<file path="src/rtl/gmii_word_pack_pkg.sv">
// Shared definitions for the GMII byte/word packers.
// Comma constant and alignment state encoding.
package gmii_word_pack_pkg;

  localparam logic [7:0] K28_5 = 8'hBC;

  typedef enum logic {
    HUNT   = 1'b0,
    LOCKED = 1'b1
  } align_state_t;

endpackage

</file>
<file path="src/rtl/gmii_word_pack.sv">
// Packs 8-bit PCS bytes into 16-bit GTP TX words,
// keeping every comma in the low byte slot.
module gmii_word_pack
  import gmii_word_pack_pkg::*;
#(
  parameter logic [7:0] COMMA    = K28_5,
  parameter int         LOCK_CNT = 4,
  parameter int         SLIP_W   = 8
) (
  input  logic              clk,
  input  logic              rst,
  input  logic [7:0]        in_data,
  input  logic              in_k,
  input  logic              in_valid,
  output logic [15:0]       word_data,
  output logic [1:0]        word_k,
  output logic              word_stb,
  output logic              aligned,
  output logic [SLIP_W-1:0] slip_count
);

  localparam int LW = $clog2(LOCK_CNT + 1);
  localparam logic [LW-1:0] LOCK_MAX = LW'(LOCK_CNT);
  localparam logic [LW-1:0] LOCK_PRE = LW'(LOCK_CNT - 1);

  logic         phase;
  logic [7:0]   pend_data;
  logic         pend_k;
  logic [LW-1:0] lock_cnt;
  align_state_t state;

  logic is_comma;
  logic slip;
  logic even_comma;
  logic lock_hit;

  assign is_comma   = in_valid & in_k & (in_data == COMMA);
  assign slip       = phase & is_comma;
  assign even_comma = ~phase & is_comma;
  assign lock_hit   = even_comma & (lock_cnt >= LOCK_PRE);
  assign aligned    = (state == LOCKED);

  always_ff @(posedge clk or posedge rst) begin
    if (rst) begin
      phase     <= 1'b0;
      pend_data <= '0;
      pend_k    <= 1'b0;
      word_data <= '0;
      word_k    <= '0;
      word_stb  <= 1'b0;
    end else begin
      word_stb <= 1'b0;
      if (in_valid) begin
        unique case (1'b1)
          !phase: begin
            pend_data <= in_data;
            pend_k    <= in_k;
            phase     <= 1'b1;
          end
          slip: begin
            // Misaligned comma restarts the word; phase stays high.
            pend_data <= in_data;
            pend_k    <= in_k;
          end
          default: begin
            word_data <= {in_data, pend_data};
            word_k    <= {in_k, pend_k};
            word_stb  <= 1'b1;
            phase     <= 1'b0;
          end
        endcase
      end
    end
  end

  always_ff @(posedge clk or posedge rst) begin
    if (rst) begin
      lock_cnt <= '0;
    end else if (slip) begin
      lock_cnt <= '0;
    end else if (even_comma && lock_cnt != LOCK_MAX) begin
      lock_cnt <= lock_cnt + 1'b1;
    end
  end

  always_ff @(posedge clk or posedge rst) begin
    if (rst) begin
      state      <= HUNT;
      slip_count <= '0;
    end else if (slip) begin
      state <= HUNT;
      if (slip_count != '1)
        slip_count <= slip_count + 1'b1;
    end else if (lock_hit) begin
      state <= LOCKED;
    end
  end

endmodule

</file>
<file path="config.mk">
export PLATFORM = sky130hd
export DESIGN_NAME = gmii_word_pack
export DESIGN_NICKNAME = d
export VERILOG_FILES = /design/src/rtl/gmii_word_pack_pkg.sv /design/src/rtl/gmii_word_pack.sv
export SDC_FILE = /design/constraint.sdc
export NUM_CORES = 1
export LEC_CHECK = 0
export BUFFER_PORTS_ARGS = -buffer_cell sky130_fd_sc_hd__clkbuf_2
export CORE_MARGIN = 2
export CORE_UTILIZATION = 35
export CTS_CLUSTER_DIAMETER = 50
export DETAILED_ROUTE_END_ITERATION = 12
export MAX_ROUTING_LAYER = met4
export PLACE_DENSITY = 0.57
export SLEW_MARGIN = 30
export SYNTH_ARGS = -nofsm -noshare
export SYNTH_HDL_FRONTEND = slang
export SYNTH_SLANG_ARGS = --single-unit
</file>
<file path="constraint.sdc">
create_clock -name clk -period 2.2 [get_ports clk]
set_clock_uncertainty 0.15 [all_clocks]
set_input_delay 0 -clock clk [delete_from_list [all_inputs] [get_ports clk]]
set_output_delay 0 -clock clk [all_outputs]
set_load 0.005 [all_outputs]
</file>
---- After elaboration in Yosys (flattened, before gate mapping) ----
Cells that the tools add are included.
word-level totals
  memories ................................ 0
  bits in writable memories ............... 0
  latch bits .............................. 0
  register bits ........................... 41
  output and inout port bits .............. 28
  bits in read-only memories .............. 0
cells by class
  reduce and logical (&&, ||, !) cells .... 9
  multipliers ............................. 0
  shift operators ......................... 0
  bitwise operators ....................... 8
  equal/unequal tests ..................... 3
  divide/modulo/power cells ............... 0
  add/subtract/negate cells ............... 2
  $lt $le $gt $ge ......................... 1
  multiplexer cells ....................... 7
operator list
  operator             count
  $add 8x1->8 const B  1
  $eq 8x8->1 const B   1
  $ne 8x8->1 const B   1
  $reduce_and 2->1     4
  $mux 3               2
  $and 1x1->1          5
  $mux 1               4
  $reduce_bool 2->1    2
  $add 3x1->3 const B  1
  $ge 3x2->1 const B   1
  $ne 3x3->1 const B   1
  $not 1->1            3
  $pmux 1 s2           1
  $reduce_or 2->1      1
  $logic_and 1x1->1    1
  $logic_not 1->1      1

---- Depth between registers and ports, before layout ----
  depth after elaboration ................. 6
  depth in mapped cells ................... 6

---- Worst setup path after synthesis ----
No wires, ideal clock.
  path type ............................... input-to-reg
  start ................................... input in_data[6]
  end ..................................... register slip_count[1]
  arrival time ............................ 1.324 ns
  path buffers ............................ 1
  setup slack ............................. 0.601 ns
  cell stages on the path ................. 5
  setup time .............................. 0.125 ns
  cells stage by stage .................... or4b_1 -> nor3_1 -> buf_2 -> nand3_1 -> mux2_2
on the way
  cells in the longest elaborated chain, start to end .. 4
ends and longest elaborated chain
  element                            line                  text
  start, declared                    gmii_word_pack.sv:12  input logic [7:0] in_data,
  $eq 8x8->1                         gmii_word_pack.sv:37  assign is_comma = in_valid & in_k & (in_data == COMMA);
  $and 1x1->1                        gmii_word_pack.sv:37
  $and 1x1->1                        gmii_word_pack.sv:38  assign slip = phase & is_comma;
  $reduce_and 2->1 (no source line)  n/a
  end signal, assigned               gmii_word_pack.sv:93  slip_count <= slip_count + 1'b1;
  end, declared                      gmii_word_pack.sv:19  output logic [SLIP_W-1:0] slip_count
Every way passes these cells.
A chain may end at the register's enable or synchronous reset.

---- Final worst setup path ----
  start ................................... input in_data[1]
  end ..................................... register word_data[7]
on the way
  cells in the longest elaborated chain, start to end .. 6
ends and longest elaborated chain
  element                            line                  text
  $eq 8x8->1                         gmii_word_pack.sv:37
  $and 1x1->1                        gmii_word_pack.sv:37
  $and 1x1->1                        gmii_word_pack.sv:38
  $reduce_or 2->1 (no source line)   n/a
  $not 1->1 (no source line)         n/a
  $reduce_and 2->1 (no source line)  n/a
  end signal, assigned               gmii_word_pack.sv:66  word_data <= {in_data, pend_data};
  end, declared                      gmii_word_pack.sv:15  output logic [15:0] word_data,
Every way passes these cells.

==> metrics.md <==
| Metric | Value |
|---|---|
| Status | finished, final reports clean |
| Worst path arrival time | 2.10 ns |
| Die X-Extent | 76.25 µm |
| Startpoint Class | input port |
| Final count of negative-setup-slack endpoints | 0 |
| Yosys warnings | 0 |
| Row count | 26 |
| Yosys reg bits | 41 |
| Pleak | 1.138 nW |
| Placed Area | 2101 µm² |
| WP data required | 2.22 ns |
| Worst-Skew Late Latency | 0.28 ns |
| Reg2reg setup slack | 0.51 ns |
| Worst-path fanout max | 20 |
| Reg-to-Reg Start | slip_count[3]$_DFFE_PP0P_ |
| Clk root buf | clkbuf_8 |
| Synth cell types | 29 |
| Wire per inst | 14.84 µm |
| Crit path kind | input port to flop |
| Num ports | 40 |
| Iteration-0 DRC Markers | 36 |
| Largest net degree at the start of global routing | 42 |
| Setup TNS | 0 ns |
| Worst setup EP type | flop |
| Gate Count Post-Synth | 133 |
| Most frequent cell after synthesis | dfrtp_1 |
| Final #Nets | 205 |
| Hold crit path type | input port to async pin |
| Met3 routed WL | 161 µm |
| Postcts setup bufs | 0 |
| Antenna Nets Post-Route | 0 |
| Port bufs | 39 |
| Post-Syn Area per Cell | 13.73 µm² |
| Synthesized Nets | 149 |
| CTS tree | done |
| Synth area leaders | dfrtp_1 (56%), mux2_4 (15%), mux2_2 (5.5%), ha_1 (2.7%), nand4_1 (2.4%) |
| Max Used Layer | met4 |
| Cell area after synthesis | 1827 µm² |
| Post-synthesis sequential area ratio | 0.5616 |
| Fin area | 2340 µm² |
| First-pass GRT wire length | 6699 µm |
| Share of post-route cells with drive strength above 1 | 0.4263 |
| Share of the synthesized area in the top cell type | 0.5616 |
| Fmax | 481.0 MHz |
| Initial core utilization | 0.3600 |
| Worst hold slack | 0.2151 ns |
| Area leader, netlist | dfrtp_1 |
| Clk slew on worst S/H paths | 0.08 ns |
| Filler instances | 485 |
| Most instantiated cells after synthesis | dfrtp_1 (41), mux2_4 (18), mux2_2 (9), nand4_1 (7), nor2_1 (6) |
| H-tree depth | 2 |
| CTS max path bufs | 2 |
| Tcrit/Tclk final | 0.9450 |
| Ys flop type | dfrtp_1 |
| Synth async-reset ratio | 1.000 |
| CTS Sinks | 41 |
| Total Routing Usage GR | 0.1479 |
| Die footprint | 5813 µm² |
| Final Critical Period | 2.079 ns |
| Metal2 WL | 1954 µm |
| Reg2reg end | slip_count[1]$_DFFE_PP0P_ |
| Worst vdd ir | 0.4117 mV |
| RSZ-0062 raised after global routing | no |
| Gr ovfl total | 0 |
| Final hold violations | 0 |
| Placed wire-length estimate | 2673 µm |
| Final Routed Wirelength | 3858 µm |
| DRC viols | 0 |
| Pre-CTS setup slack | 0.3436 ns |
| Drt first pass iters | 4 |
| DR vias | 1242 |
| Die Y | 76.25 µm |
| Max_cap viols | 0 |
| Setup ws final | 0.1211 ns |
| Area grow syn2layout | 28.08% |
| Actual slew at the worst max-slew pin | 0.5101 ns |
| Max-Slew Margin vs Limit | 0.6599 |
| Vias in the first global route | 1387 |
| Final Slew Violations | 0 |
| Post-synth EDFFs | 0 |
| Number of diodes | 0 |
| Placer Congestion | 0.7927 |
| WL met1 | 1725 µm |
| Reg2Reg Depth | 4 |
| Total core area | 5075 µm² |
| DR vias/cell | 4.777 |
| Initial antenna violation count | 0 |
| CTS Buf Count | 5 |
| PwrDens | 889.5 nW/µm² |
## critical path, cell delays in order
cell and delay (ns):
dlygate4sd3_1 0.54, clkbuf_2 0.14, nand4b_1 0.18, or4b_4 0.57
and3_4 0.32, mux2_4 0.33
## worst max-delay path by stage
stage | start | endpoint | slack [ns] | cells past startpoint
final | in_data[1] | word_data[7]$_DFFE_PP0P_ | 0.12 | 6
after global routing | in_valid | word_data[0]$_DFFE_PP0P_ | 0.03 | 6
after CTS | in_data[6] | pend_data[7]$_DFFE_PP0P_ | 0.09 | 6
after detailed placement | in_data[6] | pend_data[7]$_DFFE_PP0P_ | 0.34 | 5
after global placement | in_data[1] | word_data[14]$_DFFE_PP0P_ | 0.40 | 5
after floorplan | in_data[6] | slip_count[1]$_DFFE_PP0P_ | 0.60 | 5
## area by class of cell
type                       count  area (µm²)  share of cell area
timing repair buffer          53       327.8              0.1401
sequential                    41        1026              0.4385
multi-input combinational     83       759.5              0.3246
clock inverter                 2       37.54             0.01604
clock buffer                   6       82.58             0.03529
inverter                       5       18.77            0.008021
tap                           70       87.58             0.03743
## power breakdown
group	switching [W]	internal [W]	total, W
combinational	0.000167	0.000290	0.000457
sequential	0.0000908	0.000911	0.00100
clock	0.000253	0.000369	0.000622
total	0.000511	0.00157	0.00208
## state kept, by name, summed over array words and instances (netlist names)
| register | flops |
|---|---|
| word_data | 16 |
| pend_data | 8 |
| slip_count | 8 |
| lock_cnt | 3 |
| word_k | 2 |
| aligned | 1 |
| pend_k | 1 |
| phase | 1 |
| word_stb | 1 |
## cell families (layout without fill, tap and decap cells)
kind of cell    count (synthesis)  after routing  synth area share
compound gates                 13             13           0.04521
flops                          41             41            0.5616
xor+xnor                        6              6           0.02877
simple gates                   33             33            0.1062
mux                            27             27            0.2034
fa+ha+maj                       4              4           0.02740
buf+inv                         9             66           0.02739
## cell usage in the layout, fill, tap and decap left out, types with 3 or more instances in the layout
cell type / netlist / final
clkbuf_2: 0 / 39
buf_4: 0 / 3
nand2_1: 5 / 5
mux2_2: 9 / 9
a21oi_1: 4 / 4
dfrtp_1: 41 / 41
nand4_1: 7 / 7
clkbuf_8: 0 / 6
nor3_1: 5 / 4
mux2_4: 18 / 18
xnor2_1: 3 / 3
ha_1: 4 / 4
nor2_1: 6 / 6
dlygate4sd3_1: 0 / 11
inv_1: 5 / 5
xor2_1: 3 / 3
## layer usage
layer  track usage  vias to the layer above
met5             -                        -
met4       0.04364                        0
met3       0.03436                        2
met2        0.2469                       36
met1        0.1798                      610
li1              -                      594
## what timing repair did
item	CTS	global route
hold buffers	11	0
endpoints found under the setup margin	0	7
resized for setup	0	2
endpoints found under the hold margin	60	0
## per-stage QoR
stage | std cells | total power [W] | util
3_5_place_dp | 241 | 0.001465 | 0.4140
5_1_grt | 260 | 0.002204 | 0.4610
6_report | 260 | 0.002081 | 0.4610
2_1_floorplan | 133 | 0.001280 | -
4_1_cts | 260 | 0.002121 | 0.4593
3_3_place_gp | 241 | 0.001449 | 0.4140
No activity file was read; power rests on OpenSTA's default activity.
